==> src/rtl/ocm_mailbox_poller_pkg.sv <==
// Shared types and word-layout constants for the OCM mailbox poller.
package ocm_mailbox_pkg;

    typedef enum logic [2:0] {
        StIdle,
        StRd,
        StWait,
        StCap,
        StWr
    } poller_state_e;

    // Command word written by the HPS.
    localparam int unsigned CMD_VALID_BIT = 31;
    localparam int unsigned CMD_SEQ_LSB   = 16;
    localparam int unsigned CMD_LED_LSB   = 0;

    // Status word written back by the fabric.
    localparam int unsigned STAT_ALIVE_BIT = 31;
    localparam int unsigned STAT_SEQ_LSB   = 16;
    localparam int unsigned STAT_POLL_LSB  = 8;
    localparam int unsigned STAT_KEY_LSB   = 4;
    localparam int unsigned STAT_SW_LSB    = 0;

    // Assemble the status word; unlisted bits stay zero.
    function automatic logic [31:0] pack_status(input logic [7:0] seq,
                                                input logic [7:0] poll,
                                                input logic [1:0] key,
                                                input logic [3:0] sw);
        logic [31:0] w;
        w = '0;
        w[STAT_ALIVE_BIT]         = 1'b1;
        w[STAT_SEQ_LSB +: 8]      = seq;
        w[STAT_POLL_LSB +: 8]     = poll;
        w[STAT_KEY_LSB +: 2]      = key;
        w[STAT_SW_LSB +: 4]       = sw;
        return w;
    endfunction

endpackage

==> src/rtl/ocm_mailbox_poller_if.sv <==
// Avalon-style s2 port of the on-chip memory, as seen from the fabric.
interface ocm_mailbox_poller_if #(
    parameter int unsigned ADDR_W = 13
) ();

    logic [ADDR_W-1:0] s2_address;
    logic              s2_chipselect;
    logic              s2_write;
    logic [31:0]       s2_writedata;
    logic [3:0]        s2_byteenable;
    logic              s2_clken;
    logic [31:0]       s2_readdata;

    modport master (
        output s2_address,
        output s2_chipselect,
        output s2_write,
        output s2_writedata,
        output s2_byteenable,
        output s2_clken,
        input  s2_readdata
    );

    modport slave (
        input  s2_address,
        input  s2_chipselect,
        input  s2_write,
        input  s2_writedata,
        input  s2_byteenable,
        input  s2_clken,
        output s2_readdata
    );

endinterface

==> src/rtl/ocm_mailbox_poller_timer.sv <==
// Free-running divider producing a one-cycle tick every POLL_DIV clocks.
module ocm_poll_timer #(
    parameter int unsigned POLL_DIV = 50000
) (
    input  logic clk,
    input  logic reset_n,
    output logic tick
);

    localparam int unsigned CW = (POLL_DIV > 1) ? $clog2(POLL_DIV) : 1;
    localparam logic [CW-1:0] LAST = CW'(POLL_DIV - 1);

    logic [CW-1:0] count;

    assign tick = (count == LAST);

    // Count 0..POLL_DIV-1 and wrap.
    always_ff @(posedge clk or negedge reset_n) begin
        if (!reset_n) begin
            count <= '0;
        end else if (tick) begin
            count <= '0;
        end else begin
            count <= count + 1'b1;
        end
    end

endmodule

==> src/rtl/ocm_mailbox_poller.sv <==
// Polls an HPS-written command word in on-chip memory, latches the LED
// value on a new sequence number and writes back an ack/status word.
module ocm_mailbox_poller
    import ocm_mailbox_pkg::*;
#(
    parameter int unsigned ADDR_W       = 13,
    parameter int unsigned CMD_ADDR     = 0,
    parameter int unsigned STAT_ADDR    = 1,
    parameter int unsigned POLL_DIV     = 50000,
    parameter int unsigned READ_LATENCY = 1
) (
    input  logic                 clk,
    input  logic                 reset_n,
    ocm_mailbox_poller_if.master s2,
    input  logic [1:0]           key_in,
    input  logic [3:0]           dipsw_in,
    output logic [7:0]           led_out,
    output logic                 cmd_strobe,
    output logic                 busy
);

    localparam logic [1:0] WAIT_INIT = (READ_LATENCY >= 2) ? 2'(READ_LATENCY - 2) : 2'd0;

    poller_state_e     state;
    logic              tick;
    logic [ADDR_W-1:0] addr_q;
    logic              cs_q;
    logic              wr_q;
    logic [7:0]        led_q;
    logic              strobe_q;
    logic [7:0]        last_seq;
    logic              has_seq;
    logic [7:0]        poll_cnt8;
    logic [1:0]        wait_cnt;

    logic              cmd_valid;
    logic [7:0]        cmd_seq;
    logic [7:0]        cmd_led;
    logic              accept;
    logic              unused_cmd_bits;

    ocm_poll_timer #(
        .POLL_DIV (POLL_DIV)
    ) u_timer (
        .clk     (clk),
        .reset_n (reset_n),
        .tick    (tick)
    );

    assign cmd_valid       = s2.s2_readdata[CMD_VALID_BIT];
    assign cmd_seq         = s2.s2_readdata[CMD_SEQ_LSB +: 8];
    assign cmd_led         = s2.s2_readdata[CMD_LED_LSB +: 8];
    assign unused_cmd_bits = ^{s2.s2_readdata[30:24], s2.s2_readdata[15:8]};
    assign accept          = cmd_valid && (!has_seq || (cmd_seq != last_seq));

    assign s2.s2_address    = addr_q;
    assign s2.s2_chipselect = cs_q;
    assign s2.s2_write      = wr_q;
    assign s2.s2_byteenable = 4'hF;
    assign s2.s2_clken      = 1'b1;
    // Combinational so key/dipsw are taken in the WR cycle itself.
    assign s2.s2_writedata  = (state == StWr) ?
                              pack_status(last_seq, poll_cnt8, key_in, dipsw_in) : 32'h0;

    assign led_out    = led_q;
    assign cmd_strobe = strobe_q;
    assign busy       = (state != StIdle);

    // Poll transaction FSM: read command, capture, write status.
    always_ff @(posedge clk or negedge reset_n) begin
        if (!reset_n) begin
            state     <= StIdle;
            addr_q    <= '0;
            cs_q      <= 1'b0;
            wr_q      <= 1'b0;
            led_q     <= 8'h00;
            strobe_q  <= 1'b0;
            last_seq  <= 8'h00;
            has_seq   <= 1'b0;
            poll_cnt8 <= 8'h00;
            wait_cnt  <= 2'd0;
        end else begin
            strobe_q <= 1'b0;
            case (state)
                StIdle: begin
                    // Ticks in any other state are simply dropped.
                    if (tick) begin
                        state  <= StRd;
                        cs_q   <= 1'b1;
                        wr_q   <= 1'b0;
                        addr_q <= ADDR_W'(CMD_ADDR);
                    end
                end
                StRd: begin
                    cs_q   <= 1'b0;
                    addr_q <= '0;
                    if (READ_LATENCY > 1) begin
                        state    <= StWait;
                        wait_cnt <= WAIT_INIT;
                    end else begin
                        state <= StCap;
                    end
                end
                StWait: begin
                    if (wait_cnt == 2'd0) begin
                        state <= StCap;
                    end else begin
                        wait_cnt <= wait_cnt - 2'd1;
                    end
                end
                StCap: begin
                    if (accept) begin
                        led_q    <= cmd_led;
                        last_seq <= cmd_seq;
                        has_seq  <= 1'b1;
                        strobe_q <= 1'b1;
                    end
                    state  <= StWr;
                    cs_q   <= 1'b1;
                    wr_q   <= 1'b1;
                    addr_q <= ADDR_W'(STAT_ADDR);
                end
                StWr: begin
                    state     <= StIdle;
                    cs_q      <= 1'b0;
                    wr_q      <= 1'b0;
                    addr_q    <= '0;
                    poll_cnt8 <= poll_cnt8 + 8'd1;
                end
                default: begin
                    state <= StIdle;
                    cs_q  <= 1'b0;
                    wr_q  <= 1'b0;
                end
            endcase
        end
    end

endmodule
==> src/flat_wrapper.sv <==
// flat-port wrapper written by rule: the top's interface ports become plain ports
module ocm_mailbox_poller_flat import ocm_mailbox_pkg::*;
#(
    parameter int unsigned ADDR_W       = 13,
    parameter int unsigned CMD_ADDR     = 0,
    parameter int unsigned STAT_ADDR    = 1,
    parameter int unsigned POLL_DIV     = 50000,
    parameter int unsigned READ_LATENCY = 1
)
  (clk, reset_n, key_in, dipsw_in, led_out, cmd_strobe, busy, s2_s2_address, s2_s2_chipselect, s2_s2_write, s2_s2_writedata, s2_s2_byteenable, s2_s2_clken, s2_s2_readdata);
  ocm_mailbox_poller_if #(.ADDR_W(ADDR_W)) s2_i ();
  input  logic clk;
  input  logic reset_n;
  input  logic [1:0] key_in;
  input  logic [3:0] dipsw_in;
  output logic [7:0] led_out;
  output logic cmd_strobe;
  output logic busy;
  output wire logic [$bits(s2_i.s2_address)-1:0] s2_s2_address;
  output wire logic [$bits(s2_i.s2_chipselect)-1:0] s2_s2_chipselect;
  output wire logic [$bits(s2_i.s2_write)-1:0] s2_s2_write;
  output wire logic [$bits(s2_i.s2_writedata)-1:0] s2_s2_writedata;
  output wire logic [$bits(s2_i.s2_byteenable)-1:0] s2_s2_byteenable;
  output wire logic [$bits(s2_i.s2_clken)-1:0] s2_s2_clken;
  input wire logic [$bits(s2_i.s2_readdata)-1:0] s2_s2_readdata;
  assign s2_s2_address = s2_i.s2_address;
  assign s2_s2_chipselect = s2_i.s2_chipselect;
  assign s2_s2_write = s2_i.s2_write;
  assign s2_s2_writedata = s2_i.s2_writedata;
  assign s2_s2_byteenable = s2_i.s2_byteenable;
  assign s2_s2_clken = s2_i.s2_clken;
  assign s2_i.s2_readdata = s2_s2_readdata;
  ocm_mailbox_poller #(.ADDR_W(ADDR_W), .CMD_ADDR(CMD_ADDR), .STAT_ADDR(STAT_ADDR), .POLL_DIV(POLL_DIV), .READ_LATENCY(READ_LATENCY)) u_core (.clk(clk), .reset_n(reset_n), .s2(s2_i), .key_in(key_in), .dipsw_in(dipsw_in), .led_out(led_out), .cmd_strobe(cmd_strobe), .busy(busy));
endmodule
==> config.mk <==
export PLATFORM = sky130hd
export DESIGN_NAME = ocm_mailbox_poller_flat
export DESIGN_NICKNAME = d
export VERILOG_FILES = /design/src/rtl/ocm_mailbox_poller_pkg.sv /design/src/rtl/ocm_mailbox_poller_if.sv /design/src/rtl/ocm_mailbox_poller_timer.sv /design/src/rtl/ocm_mailbox_poller.sv /design/src/flat_wrapper.sv
export SDC_FILE = /design/constraint.sdc
export NUM_CORES = 1
export LEC_CHECK = 0
export ABC_AREA = 1
export CAP_MARGIN = 20
export CORE_MARGIN = 2
export CORE_UTILIZATION = 41
export CTS_CLUSTER_SIZE = 8
export DETAILED_ROUTE_END_ITERATION = 10
export HOLD_SLACK_MARGIN = 0.15
export PLACE_DENSITY_LB_ADDON = 0.05
export SLEW_MARGIN = 20
export SYNTH_ARGS = -nofsm -noshare
export SYNTH_HDL_FRONTEND = slang
export SYNTH_SLANG_ARGS = --single-unit
==> constraint.sdc <==
create_clock -name clk -period 1.3 [get_ports clk]
set_input_delay 0.26 -clock clk [delete_from_list [all_inputs] [get_ports clk]]
set_output_delay 0.26 -clock clk [all_outputs]
set_load 0.02 [all_outputs]
Yosys cells after proc, flatten, opt, wreduce, memory -nomap -nowiden

Index checks and enable logic that the tools add are counted.

Reduce and logical (&&, ||, !) cells: 15
Add/sub/neg operators: 3
Equality and inequality tests: 8
Bitwise gates (word level): 3
Mux-type cells: 13

Operators with widths:

| operator                                                            | number |
|---|---|
| 13-bit one-hot mux with 3 select lines                              | 1 |
| 32-bit two-way mux                                                  | 1 |
| 16-bit by 1-bit adder with 16-bit output (second input constant)    | 1 |
| 16-bit == test (second input constant)                              | 1 |
| 16-bit two-way mux                                                  | 1 |
| 13-bit two-way mux                                                  | 1 |
| 3-bit one-hot mux with 4 select lines                               | 1 |
| 2-bit AND reduction                                                 | 6 |
| 8-bit by 1-bit adder with 8-bit output (second input constant)      | 1 |
| 8-bit != test                                                       | 1 |
| 3-bit by 2-bit == test with 1-bit output (second input constant)    | 2 |
| 3-bit two-way mux                                                   | 2 |
| 1-bit one-hot mux with 3 select lines                               | 2 |
| 3-bit nonzero test                                                  | 2 |
| 1-bit two-way mux                                                   | 4 |
| 2-bit by 1-bit != test with 1-bit output (second input constant)    | 2 |
| 2-bit OR reduction                                                  | 2 |
| 3-bit by 1-bit == test with 1-bit output (second input constant)    | 1 |
| 3-bit == test (second input constant)                               | 1 |
| 3-bit logical NOT                                                   | 1 |
| 1-bit inverter                                                      | 3 |
| 2-bit logical NOT                                                   | 1 |
| 2-bit by 1-bit subtractor with 2-bit output (second input constant) | 1 |
| 1-bit logical AND                                                   | 1 |
| other kinds (2)                                                     | 2 |

Register bits after elaboration: 62
Input bits: 40
Output and inout bits: 62
Word-level logic and storage cells: 53

Depth between registers and ports, before layout

Gate-level depths: netlist (run 1).

Depth after elaboration: 5
Mapped depth: 10

Modules after synthesis

Synthesis (run 1) repeated with hierarchy kept, for this count alone.

Cells, all modules: 390
Area total of the unflattened synthesis: 2,881.5 um^2

By module, submodules not included:

| module             | seq. area each (um^2) | cells an instance | times used | area an instance (um^2) |
|---|---|---|---|---|
| ocm_mailbox_poller | 850.8                 | 269               | 1          | 2,004.4 |
| ocm_poll_timer     | 400.4                 | 121               | 1          | 877.1 |

Worst setup path before layout (run 1)

OpenSTA, ideal clock, no wires.

Path type: reg-to-output
Start: reg u_core.state[0]
End: out s2_s2_writedata[0]
Arrival: 1,177 ps
Setup slack: -137 ps
Stages on the path, launching flop included: 5
Data required time: 1,040 ps
Path through: dfrtp_1 nor2_1 nand2_1 clkbuf_1 nor2_1

Word-level cells in the longest chain between the ends: 2

RTL lines:

| element                  | RTL line                 | text |
|---|---|---|
| start: declaration       | ocm_mailbox_poller.sv:24 | `poller_state_e state;` |
| start signal: assignment | ocm_mailbox_poller.sv:72 | `state <= StIdle;` |
| start signal: assignment | ocm_mailbox_poller.sv:88 | `state <= StRd;` |
| start signal: assignment | ocm_mailbox_poller.sv:98 | `state <= StWait;` |
| 3-bit == test            | ocm_mailbox_poller.sv:62 | `assign s2.s2_writedata = (state == StWr) ?` |
| 32-bit two-way mux       | ocm_mailbox_poller.sv:62 |  |
| end: declaration         | flat_wrapper.sv:22       | `output wire logic [$bits(s2_i.s2_writedata)-1:0] s2_s2_writedata;` |

Every way passes these cells.

Worst setup path in the final report (run 1)

Start: reg u_core.state[1]
End: out busy

Word-level cells in the longest chain between the ends: 1

RTL lines:

| element            | RTL line                 | text |
|---|---|---|
| 3-bit nonzero test | ocm_mailbox_poller.sv:67 | `assign busy = (state != StIdle);` |
| end: declaration   | flat_wrapper.sv:18       | `output logic busy;` |

Every way passes these cells.

==> impl_metrics.tcl, run 1 <==
set metrics [dict create \
    clk-insertion-delay-late_ps 310 \
    netlist_top_cells_area "sky130_fd_sc_hd__dfrtp_1, sky130_fd_sc_hd__nand2_1, sky130_fd_sc_hd__inv_1, sky130_fd_sc_hd__nor2_1, sky130_fd_sc_hd__buf_4" \
    placed_cell_area_um2 4020 \
    h-tree-depth 2 \
    design.die.area_um2 7500 \
    floorplan.initialDensity 0.419 \
    achievable-frequency_ghz 0.610 \
    synthCells 380 \
    period_share 1.26 \
    ioPinCount 102 \
    grt_pass1_wl_mm 11.5 \
    stdcell_area_um2 4650 \
    die_width_um 86.6 \
    netlist_area_um2 2800 \
    routed_via_density 4.44 \
    num_vias 2667 \
    grt_max_degree 51 \
    areaGrowthSynthToFinish_pct 66.2 \
    clk_pin_slew_worst_paths_ps 90 \
    drc_errors 0 \
    place.detailed.hpwl_mm 4.66 \
    layout_min_cycle_time_ps 1640 \
    antenna_cells 0 \
    firstDrtPassIters 4 \
    core_um2 6680 \
    rsz_0062_raised_after_global_routing "yes" \
    final_net_count 563 \
    die-height_um 86.6 \
    drtAntennaViolNets 0 \
    timing.critical_path.cells "nor2_4 > buf_4 > buf_6 > inv_4 > nor2_4 > inv_2 > buf_6" \
    final_critical_path_setup_slack_ps -340 \
    synthesis.yosys.warnings 0 \
    power_density_nw_per_um2 628 \
    worstPathArrival_ps 1380 \
    crit_path_start_kind "flip-flop" \
    clock_tree_skew_after_final_layout_ps 6.83 \
    cell_row_count 30 \
    timing_worst_setup_path_type "reg2out" \
    cts.root.buffer_cell "sky130_fd_sc_hd__clkbuf_8" \
    finalMaxSlewViolations 0 \
    worst_ep_required_time_ps 1040 \
    fillerInstances 553 \
    layout_cells_sized_above_1 0.382 \
    routed_wl_mm 6.91 \
    status "complete, but fails checks" \
    route.detailed.wl_per_inst_um 11.5 \
    cts-buffers-inserted 5 \
    synth.lib_cells_used.distinct 25 \
    synth_top_area_cell "sky130_fd_sc_hd__dfrtp_1" \
    seq_cells_post_synth 50 \
    crit_path_max_fanout 2 \
    antenna_found_initial 0 \
    placement.io_buffers 60 \
    first_global_vias 2577 \
    report.final.setup_viol 58 \
    crit_path_end_kind "primary output" \
    grt_usage 0.192 \
    critPathSlowestCell "sky130_fd_sc_hd__dfrtp_1" \
    grt.overflow.total 0 \
    report.final.hold_viol_count 0 \
    hold_ws_ps 247 \
    iter_0_drt_violations 64 \
    utilization 0.696 \
    max-clock-path-buffers 2 \
    clock-sinks 50 \
    yosys.area.top_type_share 0.447 \
    cts_tree "done" \
    power.ir.vdd_worst_v 0.000462 \
    syn-mean-instance-area_um2 7.36 \
    gp_congestion 0.816 \
    synth.yosys.seq_area_share 0.447 \
    static-leakage-power_nw 2.44 \
    register_area_um2 1250 \
    multi_input_area_um2 1570 \
    drv.max_cap_violation_count 0 \
    slowest_delay_ps 410 \
    violated_checks "setup timing" \
    worstHoldPathType "in2reg" \
]
[timing repair]
item                                    4_1_cts  5_1_grt
pin swaps                                    26       16
gates cloned                                  3        0
endpoints found under the setup margin       74       74
buffers inserted                             10       10
hold buffers                                  1        0
gates resized for setup                     217       51
endpoints found under the hold margin        50        0
[final cells by class]
cell class | instances | share of cell area
Clock buffer | 6 | 0.0156
Clock inverter | 2 | 0.00808
Inverter | 65 | 0.0536
Multi-Input combinational cell | 258 | 0.338
Sequential cell | 50 | 0.269
Tap cell | 80 | 0.0215
Timing Repair Buffer | 140 | 0.293
[worst max-delay path: cells and delay by family (launching register included)]
kind	cells	cell delay [ps]
DFF	1	410
buffers and inverters	5	420
and+or+nand+nor	2	240
[report_power, final]
group | total, W | internal, W | switching, W
clock | 0.00112 | 0.000575 | 0.000547
sequential | 0.00155 | 0.00155 | 0
combinational | 0.000241 | 0.0000908 | 0.000151
[final timing paths]
check	start	endpoint	slack, ps	depth (start not counted)
max	u_core.state[1]	busy	-340	7
min	s2_s2_readdata[19]	u_core.last_seq[3]	250	3
max reg2reg	u_core.state[0]	u_core.last_seq[3]	-250	10
min reg2reg	u_core.led_out[0]	u_core.led_out[0]	470	2
max in group asynchronous	reset_n	u_core.state[1]	610	3
min in group asynchronous	reset_n	u_core.cmd_strobe	470	3
[per-layer routing]
metal	track usage	routed length (um)
met3	0.0257	251
met5	0	0
met1	0.248	3000
met2	0.336	3560
met4	0.0597	97
[cell usage after synthesis, drive strengths merged]
master,n
nand2,100
inv,64
nor2,62
dfrtp,50
buf,29
nand3,29
xor2,13
o21ai,9
ha,3
nand4,3
nor3,3
a21oi,2
clkbuf,2
conb,2
or2,2
xnor2,2
a31oi,1
clkinv,1
nand3b,1
nor4,1
o21bai,1
[state kept, by name, indices dropped and copies added (netlist names), 2 cells and up]
signal                flops
u_core.led_out            8
u_core.last_seq           8
u_core.u_timer.count     16
u_core.wait_cnt           2
u_core.poll_cnt8          8
u_core.state              3
[cell families after synthesis]
group,count (synthesis),synth area share
AO/OA/AOI/OAI,13,0.0286
XOR/XNOR,15,0.0470
adder cells (fa/ha/maj),3,0.0134
buffers and inverters,96,0.168
flip-flops,50,0.447
other,2,0.00269
AND/OR/NAND/NOR,201,0.293
[metrics by stage]
stage / TNS [ps] / power [W] / setup WS (ps) / cells
3_5_place_dp: -19000 / 0.00181 / -503 / 574
2_1_floorplan: -16.3 / 0.00175 / -5.51 / 404
4_1_cts: -11380 / 0.00294 / -355 / 592
6_report: -11890 / 0.00292 / -340 / 601
5_1_grt: -16380 / 0.00302 / -400 / 601
3_3_place_gp: -17830 / 0.00181 / -471 / 574
[layout by cell type (no fill, tap or decap), drive strengths merged]
cell type	netlist	routed
bufinv	0	1
dlymetal6s2s	0	4
nand4	3	3
clkinvlp	0	1
nand2	100	100
nor4	1	1
nor3	3	3
ha	3	3
a21oi	2	2
dlygate4sd2	0	5
clkdlybuf4s50	0	19
inv	64	64
clkinv	1	1
o21bai	1	1
clkbuf	2	6
nor2	62	62
nand3	29	29
o21ai	9	9
xor2	13	13
dfrtp	50	50
nand3b	1	1
dlygate4sd3	0	1
xnor2	2	2
a31oi	1	1
conb	2	26
or2	2	2
clkdlybuf4s15	0	7
buf	29	104
Note: power is estimated with default switching activity, not from simulation.
==> run 2, diff against run 1 <==
- MAX_ROUTING_LAYER: default -> met4
==> run 2 against run 1 <==
Compared with the run above:
- the flow still finishes with violations (setup timing)
- clock-buffer cell count did not move
- design area did not move
- critical path depth did not move
- critical path type unchanged
- final cell count did not move
- highest routed layer unchanged
- fmax barely moved
- first-iteration DRC count rose by 30%
- register-to-register slack barely moved
- sequential power barely moved
- non-clock buffer count did not move
- worst hold slack barely moved
- via count rose by 0.56%
==> impl_metrics.tcl, run 2 (synthesized netlist as in run 1, its figures left out) <==
set metrics [dict create \
    status "complete, but fails checks" \
    violated_checks "setup timing" \
    die-height_um 86.6 \
    h-tree-depth 2 \
    power.ir.vdd_worst_v 0.000461 \
    fillerInstances 553 \
    grt_max_degree 51 \
    firstDrtPassIters 4 \
    static-leakage-power_nw 2.44 \
    gp_congestion 0.828 \
    period_share 1.26 \
    worstPathArrival_ps 1380 \
    power_density_nw_per_um2 627 \
    final_critical_path_setup_slack_ps -340 \
    achievable-frequency_ghz 0.610 \
    routed_via_density 4.46 \
    rsz_0062_raised_after_global_routing "yes" \
    drtAntennaViolNets 0 \
    cell_row_count 30 \
    grt_pass1_wl_mm 11.5 \
    place.detailed.hpwl_mm 4.66 \
    critPathSlowestCell "sky130_fd_sc_hd__dfrtp_1" \
    slowest_delay_ps 410 \
    final_net_count 563 \
    drv.max_cap_violation_count 0 \
    routed_wl_mm 6.88 \
    ioPinCount 102 \
    route.detailed.wl_per_inst_um 11.5 \
    timing_worst_setup_path_type "reg2out" \
    clk-insertion-delay-late_ps 310 \
    cts_tree "done" \
    iter_0_drt_violations 83 \
    core_um2 6680 \
    crit_path_end_kind "primary output" \
    first_global_vias 2580 \
    final_common_cell "sky130_fd_sc_hd__nand2_1" \
    largest_register_ffs 16 \
    worstHoldPathType "in2reg" \
    layout_cells_sized_above_1 0.382 \
    max-clock-path-buffers 2 \
    drc_errors 0 \
    clk_pin_slew_worst_paths_ps 90 \
    clock-sinks 50 \
    stdcell_count 601 \
    areaGrowthSynthToFinish_pct 66.2 \
    cts.root.buffer_cell "sky130_fd_sc_hd__clkbuf_8" \
    p_total_w 0.00291 \
    largest_register "u_core.u_timer.count" \
    placement.io_buffers 60 \
    timing.critical_path.cells "nor2_4 > buf_4 > buf_6 > inv_4 > nor2_4 > inv_2 > buf_6" \
    num_vias 2682 \
    finalMaxSlewViolations 0 \
    antenna_found_initial 0 \
    die_width_um 86.6 \
    worst_path_dominant_cell_family "buffers and inverters" \
    clock_tree_skew_after_final_layout_ps 6.55 \
    utilization 0.696 \
    commonest_cells_after_routing_fill_and_taps_aside "sky130_fd_sc_hd__nand2_1, sky130_fd_sc_hd__buf_4, sky130_fd_sc_hd__inv_1, sky130_fd_sc_hd__dfrtp_1, sky130_fd_sc_hd__buf_6" \
    report.final.setup_viol 59 \
    crit_path_start_kind "flip-flop" \
    layout_min_cycle_time_ps 1640 \
    grt_usage 0.198 \
    antenna_cells 0 \
    grt.overflow.total 0 \
    pre_cts_slack_ps -503 \
    post-place-cells 574 \
    worst_ep_required_time_ps 1040 \
    crit_path_max_fanout 2 \
    design.die.area_um2 7500 \
    cts-buffers-inserted 5 \
    floorplan.initialDensity 0.419 \
    report.final.hold_viol_count 0 \
    timing.critical_path.buf_inv 5 \
]
run 2: cell counts in the layout (fill, tap and decap cells not counted):
Identical to the previous run, type by type.
run 2: timing repair:
item,in CTS,in global routing
hold buffers,1,0
hold endpoints to repair,50,0
pin swaps,26,16
setup endpoints to repair,74,74
setup buffers,10,10
cloned,3,0
resized for setup,217,51
run 2: cell type report:
class	instances	area, um2	area share
sequential	50	1250	0.269
multi-input combinational	258	1570	0.338
clock buffer	6	72.6	0.0156
inverter	65	249	0.0536
tap	80	100	0.0215
timing repair buffer	140	1360	0.293
clock inverter	2	37.5	0.00808
run 2: where the power goes:
part	switching [W]	internal (W)	total, W
registers	0	0.00155	0.00155
clock network	0.000544	0.000575	0.00112
logic	0.000151	0.0000908	0.000242
total	0.000695	0.00222	0.00291
run 2: worst paths after layout:
path	from	to	slack, ps	cells past startpoint
setup / recovery	u_core.state[1]	busy	-340	7
hold / removal	s2_s2_readdata[19]	u_core.last_seq[3]	250	3
setup reg to reg	u_core.state[0]	u_core.last_seq[3]	-250	10
hold reg to reg	u_core.led_out[0]	u_core.led_out[0]	470	2
max in group asynchronous	reset_n	u_core.state[1]	600	3
min in group asynchronous	reset_n	u_core.cmd_strobe	470	3
run 2: per-stage QoR:
stage          instance area, um2  hold slack (ps)  TNS [ps]
6_report                     4650              247    -11910
4_1_cts                      4460              470    -11380
2_1_floorplan                3070            -35.6     -16.3
3_3_place_gp                 4020              274    -17830
3_5_place_dp                 4020              270    -19000
5_1_grt                      4650              289    -16380
run 2: worst min-delay path, delay by kind of cell:
family,cells,cell delay [ps]
buffers and inverters,1,120
AND/OR/NAND/NOR,2,140
run 2: routing by layer:
metal / up-vias / part of all wire / GRT usage
li1: 1370 / - / -
met2: 66 / 0.51 / 0.336
met3: 8 / 0.046 / 0.0248
met5: - / 0 / -
met1: 1238 / 0.43 / 0.248
met4: 0 / 0.014 / 0.0597
